### config.mk
export PLATFORM = sky130hd
export DESIGN_NAME = option_queue_flat
export DESIGN_NICKNAME = d
export VERILOG_FILES = /design/src/rtl/option_queue_if.sv /design/src/rtl/option_queue.sv /design/src/flat_wrapper.sv
export SDC_FILE = /design/constraint.sdc
export NUM_CORES = 1
export LEC_CHECK = 0
export BUFFER_PORTS_ARGS = -buffer_cell sky130_fd_sc_hd__buf_2
export CAP_MARGIN = 10
export CORE_ASPECT_RATIO = 1.75
export CORE_MARGIN = 3
export CORE_UTILIZATION = 56
export CTS_CLUSTER_DIAMETER = 150
export DETAILED_ROUTE_END_ITERATION = 12
export PLACE_DENSITY = 0.76
export RECOVER_POWER = 50
export SYNTH_ARGS = -nofsm -noshare
export SYNTH_HDL_FRONTEND = slang
export SYNTH_SLANG_ARGS = --single-unit
### constraint.sdc
create_clock -name clk_i -period 2.6 [get_ports clk_i]
set_clock_uncertainty 0.15 [all_clocks]
set_input_delay 0.26 -clock clk_i [delete_from_list [all_inputs] [get_ports clk_i]]
set_output_delay 0.26 -clock clk_i [all_outputs]
set_load 0.01 [all_outputs]
### src/rtl/option_queue_if.sv
// option_queue_if: Option input word, pop strobe and head/status outputs (drop_count_o only with OPTION_QUEUE_DROP_COUNT_EN)
interface option_queue_if #(parameter int W = 16, parameter int DEPTH = 4);
  logic [W:0] in_i;
  logic pop_i;
  logic [W:0] output__;
  logic [$clog2(DEPTH):0] count_o;
  logic full_o;
`ifdef OPTION_QUEUE_DROP_COUNT_EN
  logic [15:0] drop_count_o;
  modport master (output in_i, pop_i, input output__, count_o, full_o, drop_count_o);
  modport slave (input in_i, pop_i, output output__, count_o, full_o, drop_count_o);
`else
  modport master (output in_i, pop_i, input output__, count_o, full_o);
  modport slave (input in_i, pop_i, output output__, count_o, full_o);
`endif
endinterface

### src/rtl/option_queue.sv
// option_queue: circular queue of Some payloads with Option-word head; OPTION_QUEUE_DROP_COUNT_EN adds a saturating drop counter
module option_queue #(
  parameter int W = 16,
  parameter int DEPTH = 4
) (
  input logic clk_i,
  input logic rst_n_i,
  option_queue_if.slave q
);
  localparam int AW = $clog2(DEPTH);
  localparam int CW = AW + 1;
  logic [W-1:0] mem_q [DEPTH];
  logic [AW-1:0] wp_q, wp_d, rp_q, rp_d;
  logic [CW-1:0] cnt_q, cnt_d;
  logic full, pop_ok, push_req, push_ok;
  always_comb begin
    full = cnt_q == CW'(DEPTH);
    push_req = !q.in_i[W];
    pop_ok = q.pop_i && cnt_q != '0;
    push_ok = push_req && (!full || pop_ok);
    wp_d = push_ok ? wp_q + 1'b1 : wp_q;
    rp_d = pop_ok ? rp_q + 1'b1 : rp_q;
    cnt_d = cnt_q + CW'(push_ok) - CW'(pop_ok);
    q.output__ = cnt_q == '0 ? {1'b1, {W{1'b0}}} : {1'b0, mem_q[rp_q]};
    q.count_o = cnt_q;
    q.full_o = full;
  end
  always_ff @(posedge clk_i) begin
    if (!rst_n_i) begin
      wp_q <= '0;
      rp_q <= '0;
      cnt_q <= '0;
    end else begin
      wp_q <= wp_d;
      rp_q <= rp_d;
      cnt_q <= cnt_d;
    end
  end
  always_ff @(posedge clk_i) begin
    if (rst_n_i && push_ok) mem_q[wp_q] <= q.in_i[W-1:0];
  end
`ifdef OPTION_QUEUE_DROP_COUNT_EN
  logic [15:0] drop_q, drop_d;
  always_comb begin
    drop_d = (push_req && !push_ok && drop_q != 16'hFFFF) ? drop_q + 16'd1 : drop_q;
    q.drop_count_o = drop_q;
  end
  always_ff @(posedge clk_i) begin
    if (!rst_n_i) drop_q <= '0;
    else drop_q <= drop_d;
  end
`endif
endmodule

### src/flat_wrapper.sv
// flat-port wrapper written by rule: the top's interface ports become plain ports
module option_queue_flat 
#(
  parameter int W = 16,
  parameter int DEPTH = 4
)
  (clk_i, rst_n_i, q_in_i, q_pop_i, q_output__, q_count_o, q_full_o);
  option_queue_if #(.W(W), .DEPTH(DEPTH)) q_i ();
  input logic clk_i;
  input logic rst_n_i;
  input wire logic [$bits(q_i.in_i)-1:0] q_in_i;
  input wire logic [$bits(q_i.pop_i)-1:0] q_pop_i;
  output wire logic [$bits(q_i.output__)-1:0] q_output__;
  output wire logic [$bits(q_i.count_o)-1:0] q_count_o;
  output wire logic [$bits(q_i.full_o)-1:0] q_full_o;
  assign q_i.in_i = q_in_i;
  assign q_i.pop_i = q_pop_i;
  assign q_output__ = q_i.output__;
  assign q_count_o = q_i.count_o;
  assign q_full_o = q_i.full_o;
  option_queue #(.W(W), .DEPTH(DEPTH)) u_core (.clk_i(clk_i), .rst_n_i(rst_n_i), .q(q_i));
endmodule
### Word-level counts from Yosys, hierarchy flattened

Memory sizes are Yosys's and may differ from the RTL's. A register that Yosys moved wholly into a read port is not among the register bits.
Index checks and enable logic that the tools add are counted.

| word-level totals | value |
|---|---|
| logic and storage cells | 22 |
| register bits | 7 |
| bits in writable memories | 64 |
| latch bits | 0 |
| memories kept | 1 |
| bits in read-only memories | 0 |
| output and inout bits | 21 |

Memories:

| memory | depth | width | read ports | clocked after memory_dff | wr ports | RTL line | source |
|---|---|---|---|---|---|---|---|
| u_core.mem_q | 4 | 16 | 1 | 1 | 1 | option_queue.sv:12 | `logic [W-1:0] mem_q [DEPTH];` |

| operators by class | value |
|---|---|
| order comparisons | 0 |
| shift operators | 0 |
| $add $sub $neg | 4 |
| divide/modulo/power cells | 0 |
| $mul | 0 |
| reductions and logical operators | 8 |
| mux-type cells | 5 |
| bitwise operators | 0 |
| equality and inequality tests | 1 |

Operators by type and width:

| operator | count |
|---|---|
| 17-bit two-way mux | 1 |
| 2-bit by 1-bit adder with 2-bit output, second input constant | 2 |
| 2-bit two-way mux | 2 |
| 3-bit by 1-bit adder with 3-bit output | 1 |
| 3-bit == test, second input constant | 1 |
| 1-bit logical AND | 3 |
| 3-bit zero test | 1 |
| 3-bit nonzero test | 1 |
| 3-bit by 1-bit subtractor with 3-bit output | 1 |
| 1-bit zero test | 2 |
| 1-bit two-way mux | 2 |
| 1-bit logical OR | 1 |

### Depth between registers and ports, before layout

Gate-level depths: netlist of the first run.

| depth | value |
|---|---|
| depth after elaboration | 7 |
| depth in mapped cells | 9 |

### Worst setup path before layout of the first run

Ideal clock, no wire load.

| timing | value |
|---|---|
| kind | flip-flop to flip-flop |
| from | register u_core.cnt_q[1] (netlist: u_core.q.count_o[1]) |
| to | register u_core.cnt_q[2] (netlist: u_core.q.count_o[2]) |
| path slack | 0.403 ns |
| arrival | 1.932 ns |
| cell stages (with the launch flop) | 9 |
| period minus slack after synthesis | 2.197 ns |
| path buffers | 0 |
| setup time | 0.115 ns |
| cells stage by stage | dfxtp_1 -> nor3b_2 -> a21oi_2 -> ha_1 -> inv_1 -> fa_1 -> xnor2_1 -> xnor2_1 -> and2_1 |

| between the ends | value |
|---|---|
| cells in the longest elaborated chain, start to end | 6 |
| elaborated cells between the ends (all ways) | 8 |

RTL lines:

| element | RTL line | source |
|---|---|---|
| start, declared | option_queue.sv:14 | `logic [CW-1:0] cnt_q, cnt_d;` |
| start signal, assigned | option_queue.sv:36 | `cnt_q <= cnt_d;` |
| 3-bit == test | option_queue.sv:17 | `full = cnt_q == CW'(DEPTH);` |
| via q_full_o | flat_wrapper.sv:15 | `output wire logic [$bits(q_i.full_o)-1:0] q_full_o;` |
| 1-bit zero test | option_queue.sv:20 | `push_ok = push_req && (!full \|\| pop_ok);` |
| 1-bit logical OR | option_queue.sv:20 |  |
| 1-bit logical AND | option_queue.sv:20 |  |
| 3-bit by 1-bit adder with 3-bit output | option_queue.sv:23 | `cnt_d = cnt_q + CW'(push_ok) - CW'(pop_ok);` |
| 3-bit by 1-bit subtractor with 3-bit output | option_queue.sv:23 |  |

The timed path passes the listed nets, and every way through them passes these cells.
A chain may end at the register's enable or synchronous reset.

### Worst setup path after layout of the first run

| timing | value |
|---|---|
| from | register u_core.cnt_q[1] (netlist: u_core.q.count_o[1]) |
| to | output q_output__[0] |

| between the ends | value |
|---|---|
| cells in the longest elaborated chain, start to end | 2 |

RTL lines:

| element | RTL line | source |
|---|---|---|
| 3-bit zero test | option_queue.sv:24 | `q.output__ = cnt_q == '0 ? {1'b1, {W{1'b0}}} : {1'b0, mem_q[rp_q]};` |
| 17-bit two-way mux | option_queue.sv:24 |  |
| end, declared | flat_wrapper.sv:13 | `output wire logic [$bits(q_i.output__)-1:0] q_output__;` |

No other way between the ends.

==> results of run 1 <==
==> cells by family (layout without fill, tap and decap cells) <==
| family | count (synthesis) | in the layout | share of synthesized area [%] |
|---|---|---|---|
| compound gates | 6 | 6 | 1.45 |
| xor+xnor | 3 | 3 | 0.872 |
| fa+ha+maj | 6 | 6 | 2.74 |
| buf+inv | 10 | 82 | 2.24 |
| flops | 73 | 73 | 69.7 |
| mux | 18 | 18 | 13.4 |
| simple gates | 34 | 34 | 9.59 |
==> cell usage in the layout, fill, tap and decap left out, drive strengths merged, types with 5 or more instances in the layout <==
| master | instances |
|---|---|
| edfxtp | 64 |
| nand2 | 5 |
| nor2b | 17 |
| buf | 24 |
| mux4 | 16 |
| clkbuf | 35 |
| ha | 5 |
| dfxtp | 9 |
| dlygate4sd3 | 16 |
==> routing by layer <==
metal,vias to the layer above,track usage [%],share of wire (%)
li1,721,-,-
met1,753,20.4,39
met2,42,30.8,56
met3,5,4.39,4.6
met4,0,8.33,1.3
met5,-,0,0
==> worst register-to-register path: stages (launching register included) <==
cell,delay [ns]
dfxtp_1,0.47
nor3b_1,0.13
a21oi_2,0.33
ha_1,0.20
inv_1,0.05
fa_1,0.37
xnor2_1,0.21
xnor2_1,0.09
and2_1,0.16
==> sequential cells by signal (all words and copies together), names as in the netlist, named ones only <==
name              cells
u_core.mem_q         64
u_core.rp_q           2
u_core.wp_q           2
u_core.q.count_o      3
==> layout make-up <==
type | instances | area share, %
Sequential cell | 73 | 59.0
Multi-Input combinational cell | 67 | 23.3
Timing Repair Buffer | 62 | 10.5
Clock buffer | 13 | 4.46
Tap cell | 54 | 1.90
Clock inverter | 3 | 0.421
Inverter | 4 | 0.421
==> stage by stage <==
step / worst slack (ns) / hold WS (ns) / util (%) / cell area (um2) / total power, W
after floorplan: 0.403 / 0.209 / - / 3010 / 0.00213
after global placement: 0.447 / 0.319 / 64.1 / 3270 / 0.00232
after detailed placement: 0.302 / 0.329 / 64.1 / 3270 / 0.00238
after CTS: 0.274 / 0.0759 / 70.7 / 3610 / 0.00315
after global routing: 0.183 / 0.0950 / 69.8 / 3560 / 0.00322
final: 0.303 / 0.0964 / 69.8 / 3560 / 0.00306
==> where the power goes <==
part	total, W	internal [W]	switching, W	leakage [nW]
Clock	0.000749	0.000394	0.000355	0.0932
Sequential	0.00142	0.00136	0.0000624	0.655
Combinational	0.000895	0.000454	0.000441	0.545
==> worst paths after layout <==
kind	from	end	slack, ns	depth (start not counted)
setup / recovery	u_core.q.count_o[1]$_SDFF_PN0_	q_output__[0]	0.30	4
setup reg to reg	u_core.q.count_o[1]$_SDFF_PN0_	u_core.q.count_o[2]$_SDFF_PN0_	0.33	8
hold / removal	q_in_i[16]	u_core.wp_q[1]$_SDFFE_PN0N_	0.1	3
hold reg to reg	u_core.wp_q[0]$_SDFFE_PN0N_	u_core.wp_q[0]$_SDFFE_PN0N_	0.36	2
==> timing repair <==
action,CTS,global route
gates resized for setup,0,0
hold endpoints to repair,64,0
hold buffers,16,0
==> summary.txt, run 1 <==
Clocking
  • Clk sinks: 73
  • Setup bufs post-CTS: 0
  • Root buffer cell: clkbuf_8
  • Worst-case clock buffer depth: 2
  • CTS tree: yes
  • Inserted Clock Buffers: 9
  • Worst-Skew Late Latency: 0.33 ns
  • H-tree depth: 3
  • Clock Pin Slew Worst Setup and Hold Paths: 0.07 ns

Global route
  • Total track usage: 17.9%
  • Pin count of the biggest net entering global routing: 20
  • Antenna violations before repair: 0
  • First-pass GRT wire length: 7850 um
  • Vias in the first global route: 1616
  • Total gr overflow: 0

Timing
  • RSZ-0062 raised after global routing: no
  • Relative slew margins: 49.8%
  • Setup total negative slack: 0 ns
  • Fmax: 0.435 GHz
  • Tmin final: 2.30 ns
  • Final period utilization: 88.3%
  • Max Slew Vio Count: 0
  • Worst slew pin tran: 0.752 ns
  • Hold Vio Cnt, Final: 0
  • Count of final setup violators: 0

Floorplan
  • Core footprint: 0.00510 mm2
  • Die area: 0.00633 mm2
  • Die height: 103 um
  • Die width: 61.5 um
  • Starting density of the core: 59.0%
  • Row count: 34
  • Io pins: 41

Synth
  • Top cells by area, synth: edfxtp_1 (64%), mux4_2 (7.5%), dfxtp_1 (6.0%)
  • Distinct cells, synth: 29
  • Post-synth EDFFs: 64
  • Yosys top cell area share: 63.8%
  • Sequential fraction of the synthesis area: 69.7%
  • Top FF cell, synth: edfxtp_1
  • Cell taking the most area after synthesis: edfxtp_1
  • Avg Inst Size Synth: 20.1 um2
  • Flops & latches, synth: 73
  • Syn Nets: 176
  • Post-Syn Instances: 150
  • Top post-synthesis cells by count: edfxtp_1 (64), mux4_2 (10), nor2b_4 (10), dfxtp_1 (9), nor2b_1 (7)
  • Yosys warning total: 0
  • Asr flop ratio synth: 0%
  • Mapped cell area: 0.00301 mm2
  • Count leader, synth: edfxtp_1

Setup path
  • WP data required: 2.19 ns
  • Critical Path AT: 1.89 ns
  • CP bufs+invs: 2
  • Crit-path leading delay family: buffers and inverters
  • CP startpoint kind: flip-flop
  • Capturing element type of the critical path: output pin
  • Highest cell delay on the worst timing path: 0.63 ns
  • Crit Path Max Fanout: 19
  • CP max stage cell: clkbuf_2
  • Critical-path cell list: nor3_1 -> clkbuf_2 -> nor2b_1 -> buf_2
  • Start-to-end type of the worst setup path: flip-flop to output pin

Finish
  • Layout cell share with drive strength beyond 1: 27.5%
  • # diodes: 0
  • FF+latch area: 0.00210 mm2
  • Nets: 243
  • Area delta synth->final: 18.2%
  • Finished Layout Cells: 276
  • Fill cells: 355
  • Multi-input logic area: 828 um2

Routing
  • Drt pass-1 iters: 4
  • Initial drt markers: 52
  • Drt total wl: 4930 um
  • WL/cell: 17.8 um
  • Vias per cell: 5.51
  • DRT antenna net count: 0
  • # DRC: 0
  • Via count: 1521

Worst hold path
  • Hold Crit Class: input port to flip-flop

Placement
  • Number of cells after detailed placement: 244
  • # port buffers: 40
  • Gpl congestion: 0.756
  • Detailed placement HPWL: 3300 um

Outcome
  • Status: finished clean

Power and ir drop
  • Worst VDD drop: 0.668 mV
  • Pleak: 1.29 nW
  • Power per cell area: 860 mW/mm2

Job
  • Max-capacitance violation count: 0
Power figures use the tool's default switching activity.
==> run 2: changes to the inputs <==
==> constraint.sdc (replaced) <==
create_clock -name clk_i -period 2.2 [get_ports clk_i]
set_clock_uncertainty 0.15 [all_clocks]
set_input_delay 0.22 -clock clk_i [delete_from_list [all_inputs] [get_ports clk_i]]
set_output_delay 0.22 -clock clk_i [all_outputs]
set_load 0.01 [all_outputs]
==> run 2 against run 1 <==
Compared with the run above: wire length is 3.6% higher; power is 21% higher; critical path depth stayed put; critical path type unchanged; largest power group unchanged.
==> summary.txt, run 2 (same netlist as run 1, synthesis figures left out) <==
Outcome
  • Status: finished clean

Timing
  • Hold Vio Cnt, Final: 0 (unchanged)
  • Fmax: 0.474 GHz
  • Worst slew pin tran: 0.388 ns (-0.363 ns)
  • Max Slew Vio Count: 0 (unchanged)
  • Relative slew margins: 74.0% (+24 points)
  • Count of final setup violators: 0 (unchanged)
  • Final period utilization: 95.8%
  • Tmin final: 2.11 ns
  • Setup slack after layout: 0.0921 ns (-0.211 ns)

Finish
  • Final instance area: 0.00362 mm2 (+1.7%)
  • Nets: 247 (+1.6%)
  • Area delta synth->final: 20.1%
  • # diodes: 0 (unchanged)
  • Top reg by flops: u_core.mem_q
  • Layout cell share with drive strength beyond 1: 31.0% (+3.5 points)
  • Finished Layout Cells: 280 (+1.4%)
  • Commonest non-fill, non-tap cells in the layout: edfxtp_1 (64), buf_2 (23), clkbuf_1 (20), dlygate4sd3_1 (16), clkbuf_8 (11)
  • Most common cell after layout, fill and taps aside: edfxtp_1
  • Max FFs per register: 64 (unchanged)

Routing
  • Initial drt markers: 37 (-29%)
  • Via count: 1574 (+3.5%)
  • DRT antenna net count: 0 (unchanged)
  • Drt pass-1 iters: 4 (unchanged)
  • Vias per cell: 5.62 (+2.0%)
  • Drt total wl: 5100 um (+3.6%)
  • WL/cell: 18.2 um (+2.1%)
  • # DRC: 0 (unchanged)

Job
  • Max-capacitance violation count: 0 (unchanged)

Setup path
  • RR Endpoint: u_core.q.count_o[2]$_SDFF_PN0_
  • WP data required: 1.83 ns (-0.36 ns)
  • Setup crit end: q_output__[2]
  • Critical path depth in cells: 4 (unchanged)
  • Critical Path AT: 1.74 ns (-0.15 ns)
  • R2r worst-path depth: 7 (-1)
  • Highest cell delay on the worst timing path: 0.57 ns (-0.06 ns)
  • Reg2reg setup slack: 0.10 ns (-0.23 ns)
  • CP bufs+invs: 2 (unchanged)
  • Crit Path Max Fanout: 16 (-3)
  • Crit-path leading delay family: multiplexers
  • Critical-path cell list: buf_12 -> mux4_1 -> nor2b_1 -> buf_2
  • Start-to-end type of the worst setup path: flip-flop to output pin
  • CP max stage cell: mux4_1
  • Capturing element type of the critical path: output pin
  • Reg2reg start: u_core.q.count_o[2]$_SDFF_PN0_
  • CP startpoint kind: flip-flop

Clocking
  • Worst-Skew Late Latency: 0.33 ns (about the same)
  • Inserted Clock Buffers: 9 (unchanged)
  • Clk sinks: 73 (unchanged)
  • Root buffer cell: clkbuf_8
  • Worst-case clock buffer depth: 2 (unchanged)
  • H-tree depth: 3 (unchanged)
  • Clock Pin Slew Worst Setup and Hold Paths: 0.07 ns (about the same)
  • CTS tree: yes

Worst hold path
  • Hold Crit Class: input port to flip-flop

Power and ir drop
  • Worst VDD drop: 0.689 mV (+3.1%)
  • Power per cell area: 1030 mW/mm2 (+19%)
  • Tot Pwr: 0.00371 W (+21%)
  • Pleak: 1.32 nW (+2.4%)

Floorplan
  • Core footprint: 0.00510 mm2 (unchanged)
  • Die width: 61.5 um (unchanged)
  • Row count: 34 (unchanged)
  • Starting density of the core: 59.0% (unchanged)
  • Die area: 0.00633 mm2 (unchanged)
  • Io pins: 41 (unchanged)
  • Die height: 103 um (unchanged)

Placement
  • Placed cell area: 0.00331 mm2 (+1.1%)
  • Detailed placement HPWL: 3330 um (+0.90%)
  • Worst slack at placement: -0.0189 ns (-0.321 ns)
  • Gpl congestion: 0.775 (+2.5%)
  • # port buffers: 40 (unchanged)
  • Number of cells after detailed placement: 247 (+1.2%)

Global route
  • Vias in the first global route: 1718 (+6.3%)
  • Total track usage: 18.2% (+0.27 points)
  • Total gr overflow: 0 (unchanged)
  • Antenna violations before repair: 0 (unchanged)
  • First-pass GRT wire length: 7910 um (+0.79%)
  • Pin count of the biggest net entering global routing: 18 (-10%)
## run 2: cell count changes in the layout (fill, tap and decap cells not counted), sizes merged
cell    before  now
buf         24   30
clkbuf      35   32
clkinv       3    4
## run 2: worst register-to-register path, cell delays in order, from the launching register on
cell,delay [ns]
dfxtp_2,0.36
o31ai_1,0.37
nor2_1,0.12
buf_4,0.15
fa_1,0.40
xnor2_1,0.20
xnor2_1,0.08
and2_1,0.16
## run 2: repair_timing
action / 4_1_cts / 5_1_grt
hold buffers: 16 / 0
setup buffers: 0 / 1
gates resized for setup: 2 / 1
endpoints found under the hold margin: 64 / 0
endpoints found under the setup margin: 1 / 1
pin swaps: 0 / 1
## run 2: worst min-delay path by stage
stage                     cells after the start                        endpoint       start  slack [ns]
after floorplan                               0    u_core.mem_q[0][0]$_DFFE_PP_   q_in_i[0]        0.17
after detailed placement                      1   u_core.mem_q[0][15]$_DFFE_PP_  q_in_i[15]        0.29
after global placement                        1    u_core.mem_q[0][2]$_DFFE_PP_   q_in_i[2]        0.28
final                                         2  u_core.q.count_o[1]$_SDFF_PN0_     rst_n_i        0.11
after CTS                                     2  u_core.q.count_o[1]$_SDFF_PN0_     rst_n_i         0.1
after global routing                          2  u_core.q.count_o[1]$_SDFF_PN0_     rst_n_i        0.11
## run 2: power by group
group          internal (W)  leakage [nW]  switching, W
logic              0.000590         0.574      0.000561
clock network      0.000462        0.0936      0.000433
registers           0.00161         0.656     0.0000617
total               0.00266          1.32       0.00106
## run 2: through the flow
stage                     util (%)  TNS [ns]  hold WS (ns)
after floorplan                  -         0         0.169
after global placement        64.8         0         0.280
after detailed placement      64.8   -0.0189         0.287
after CTS                     71.4         0        0.0976
after global routing          70.9   -0.0241         0.112
final                         70.9         0         0.107
## run 2: layout make-up
type,count,area (um2)
Clock buffer,12,155
Clock inverter,4,18.8
Fill cell,343,1480
Inverter,4,15.0
Multi-Input combinational cell,67,840
Sequential cell,73,2110
Tap cell,54,67.6
Timing Repair Buffer,66,419
## run 2: per-layer routing
| metal | share of wire (%) | vias up | GRT usage (%) |
|---|---|---|---|
| met5 | 0 | - | 0 |
| met4 | 1.5 | 0 | 8.66 |
| met3 | 3.8 | 10 | 4.64 |
| met2 | 57 | 45 | 32.8 |
| met1 | 38 | 791 | 18.8 |
| li1 | - | 728 | - |
==> run 3: changes to the inputs <==
--- a/config.mk
+++ b/config.mk
@@ -14,6 +14,7 @@
 export DETAILED_ROUTE_END_ITERATION = 12
 export PLACE_DENSITY = 0.76
 export RECOVER_POWER = 50
+export REMOVE_ABC_BUFFERS = 1
 export SYNTH_ARGS = -nofsm -noshare
 export SYNTH_HDL_FRONTEND = slang
 export SYNTH_SLANG_ARGS = --single-unit
==> run 3 against run 2 <==
Compared with the run above: global-route usage decreased by 0.39 points; sequential power about the same; critical path type unchanged; highest routed layer unchanged; final cell count decreased by 0.36%; critical endpoint is now q_output__[0]; core utilization increased by 0.29 points; maximum frequency decreased by 0.61%; wire length decreased by 4.4%; non-clock buffer count decreased by 1; clock power increased by 5.0%.
==> summary.txt, run 3 (same netlist as run 1, synthesis figures left out) <==
Job
  • Max-capacitance violation count: 0 (unchanged)

Routing
  • Drt pass-1 iters: 4 (unchanged)
  • # DRC: 0 (unchanged)
  • Vias per cell: 5.56 (-1.1%)
  • Via count: 1551 (-1.5%)
  • Drt total wl: 4880 um (-4.4%)
  • Initial drt markers: 30 (-19%)
  • WL/cell: 17.5 um (-4.0%)
  • DRT antenna net count: 0 (unchanged)

Finish
  • Finished Layout Cells: 279 (-0.36%)
  • # diodes: 0 (unchanged)
  • Max FFs per register: 64 (unchanged)
  • Area delta synth->final: 20.6%
  • Top reg by flops: u_core.mem_q
  • Layout cell share with drive strength beyond 1: 29.8% (-1.2 points)
  • Most common cell after layout, fill and taps aside: edfxtp_1
  • Fill cells: 347 (+1.2%)
  • Final Core Density: 71.2% (+0.29 points)
  • Nets: 246 (-0.40%)
  • Commonest non-fill, non-tap cells in the layout: edfxtp_1 (64), clkbuf_1 (22), buf_2 (22), dlygate4sd3_1 (16)

Clocking
  • H-tree depth: 3 (unchanged)
  • Worst-Skew Late Latency: 0.33 ns (about the same)
  • Clk sinks: 73 (unchanged)
  • Clock Pin Slew Worst Setup and Hold Paths: 0.06 ns (about the same)
  • Root buffer cell: clkbuf_8
  • Setup bufs post-CTS: 0 (unchanged)
  • CTS tree: yes
  • Inserted Clock Buffers: 9 (unchanged)
  • Worst-case clock buffer depth: 2 (unchanged)

Setup path
  • Crit-path leading delay family: multiplexers
  • CP bufs+invs: 2 (unchanged)
  • Capturing element type of the critical path: output pin
  • Start-to-end type of the worst setup path: flip-flop to output pin
  • Critical-path cell list: buf_12 -> mux4_1 -> nor2b_1 -> buf_2
  • Crit Path Max Fanout: 16 (unchanged)
  • CP startpoint kind: flip-flop
  • Critical Path AT: 1.75 ns (about the same)
  • CP max stage cell: mux4_1
  • Highest cell delay on the worst timing path: 0.57 ns (about the same)
  • WP data required: 1.83 ns (about the same)

Global route
  • Total gr overflow: 0 (unchanged)
  • First-pass GRT wire length: 7720 um (-2.4%)
  • Antenna violations before repair: 0 (unchanged)
  • Pin count of the biggest net entering global routing: 20 (+2)
  • Vias in the first global route: 1596 (-7.1%)
  • Total track usage: 17.8% (-0.39 points)

Power and ir drop
  • Tot Pwr: 0.00379 W (+2.0%)
  • Power per cell area: 1040 mW/mm2 (+1.6%)
  • Pleak: 1.32 nW (-0.47%)
  • Worst VDD drop: 0.763 mV (+11%)

Worst hold path
  • Hold Crit Class: input port to flip-flop

Outcome
  • Status: finished clean

Timing
  • RSZ-0062 raised after global routing: no
  • Hold Vio Cnt, Final: 0 (unchanged)
  • Final period utilization: 96.4% (+0.59 points)
  • Worst slew pin tran: 0.440 ns (+0.0511 ns)
  • Count of final setup violators: 0 (unchanged)
  • WHS: 0.0993 ns (-0.00760 ns)
  • Fmax: 0.471 GHz (-0.61%)
  • Max Slew Vio Count: 0 (unchanged)
  • Tmin final: 2.12 ns (+0.0130 ns)
  • Relative slew margins: 70.7% (-3.4 points)

Placement
  • Number of cells after detailed placement: 247 (unchanged)
  • Detailed placement HPWL: 3290 um (-1.2%)
  • # port buffers: 40 (unchanged)
  • Gpl congestion: 0.649 (-16%)

Floorplan
  • Die area: 0.00633 mm2 (unchanged)
  • Core footprint: 0.00510 mm2 (unchanged)
  • Starting density of the core: 59.0% (unchanged)
  • Die width: 61.5 um (unchanged)
  • Io pins: 41 (unchanged)
  • Row count: 34 (unchanged)
  • Die height: 103 um (unchanged)
-- run 3: cell types whose count changed in the layout (fill, tap and decap cells not counted), moves of 2 or more --
cell / before / now
and2_0: 3 / 0
and2_1: 1 / 4
buf_4: 6 / 4
clkinv_1: 1 / 3
clkinv_2: 3 / 1
clkbuf_8: 11 / 9
clkbuf_1: 20 / 22
-- run 3: timing repair --
action                                  4_1_cts  5_1_grt
endpoints found under the hold margin        64        0
pin swaps                                     0        1
resized for setup                             1        5
endpoints found under the setup margin        1        1
hold buffers                                 16        0
-- run 3: worst paths after layout --
kind	end	cells past startpoint	slack [ns]	startpoint
max	q_output__[0]	4	0.08	flip-flop
min	u_core.wp_q[1]$_SDFFE_PN0N_	3	0.1	rst_n_i
min reg2reg	u_core.wp_q[1]$_SDFFE_PN0N_	2	0.35	u_core.wp_q[1]$_SDFFE_PN0N_
max reg2reg	u_core.q.count_o[2]$_SDFF_PN0_	9	0.15	u_core.q.count_o[2]$_SDFF_PN0_
-- run 3: worst register-to-register path, stage by stage (launching register included) --
cell,delay [ns]
dfxtp_2,0.40
o31ai_2,0.12
nor2_2,0.17
a21o_1,0.11
ha_1,0.14
inv_1,0.05
fa_1,0.38
xnor2_1,0.15
xnor2_1,0.13
and2_1,0.15
-- run 3: cell type report --
| class | instances | area, um2 | area share, % |
|---|---|---|---|
| clock inverter | 5 | 46.3 | 1.27 |
| tap | 54 | 67.6 | 1.86 |
| clock buffer | 11 | 131 | 3.61 |
| timing repair buffer | 65 | 420 | 11.6 |
| inverter | 4 | 15.0 | 0.413 |
| multi-input combinational | 67 | 847 | 23.3 |
| sequential | 73 | 2110 | 58.0 |
-- run 3: layer usage --
layer / GRT usage (%) / up-vias / wire length, um / part of all wire, %
li1: - / 726 / - / -
met1: 19.5 / 783 / 1880 / 39
met2: 30.7 / 34 / 2730 / 56
met3: 5.76 / 8 / 188 / 3.9
met4: 7.52 / 0 / 80 / 1.6
met5: 0 / - / 0 / 0
-- run 3: where the power goes --
part / switching [W] / internal [W] / total, W
Sequential: 0.0000670 / 0.00161 / 0.00168
Clock: 0.000428 / 0.000511 / 0.000939
Combinational: 0.000559 / 0.000614 / 0.00117
Total: 0.00105 / 0.00274 / 0.00379
-- run 3: stage by stage --
| stage | cell area (um2) | setup TNS, ns | setup WS (ns) |
|---|---|---|---|
| floorplan | 2960 | 0 | 0.00324 |
| global placement | 3320 | 0 | 0.166 |
| detailed placement | 3320 | -0.0148 | -0.0148 |
| CTS | 3660 | 0 | 0.000958 |
| global route | 3640 | 0 | 0.0104 |
| finish | 3640 | 0 | 0.0791 |
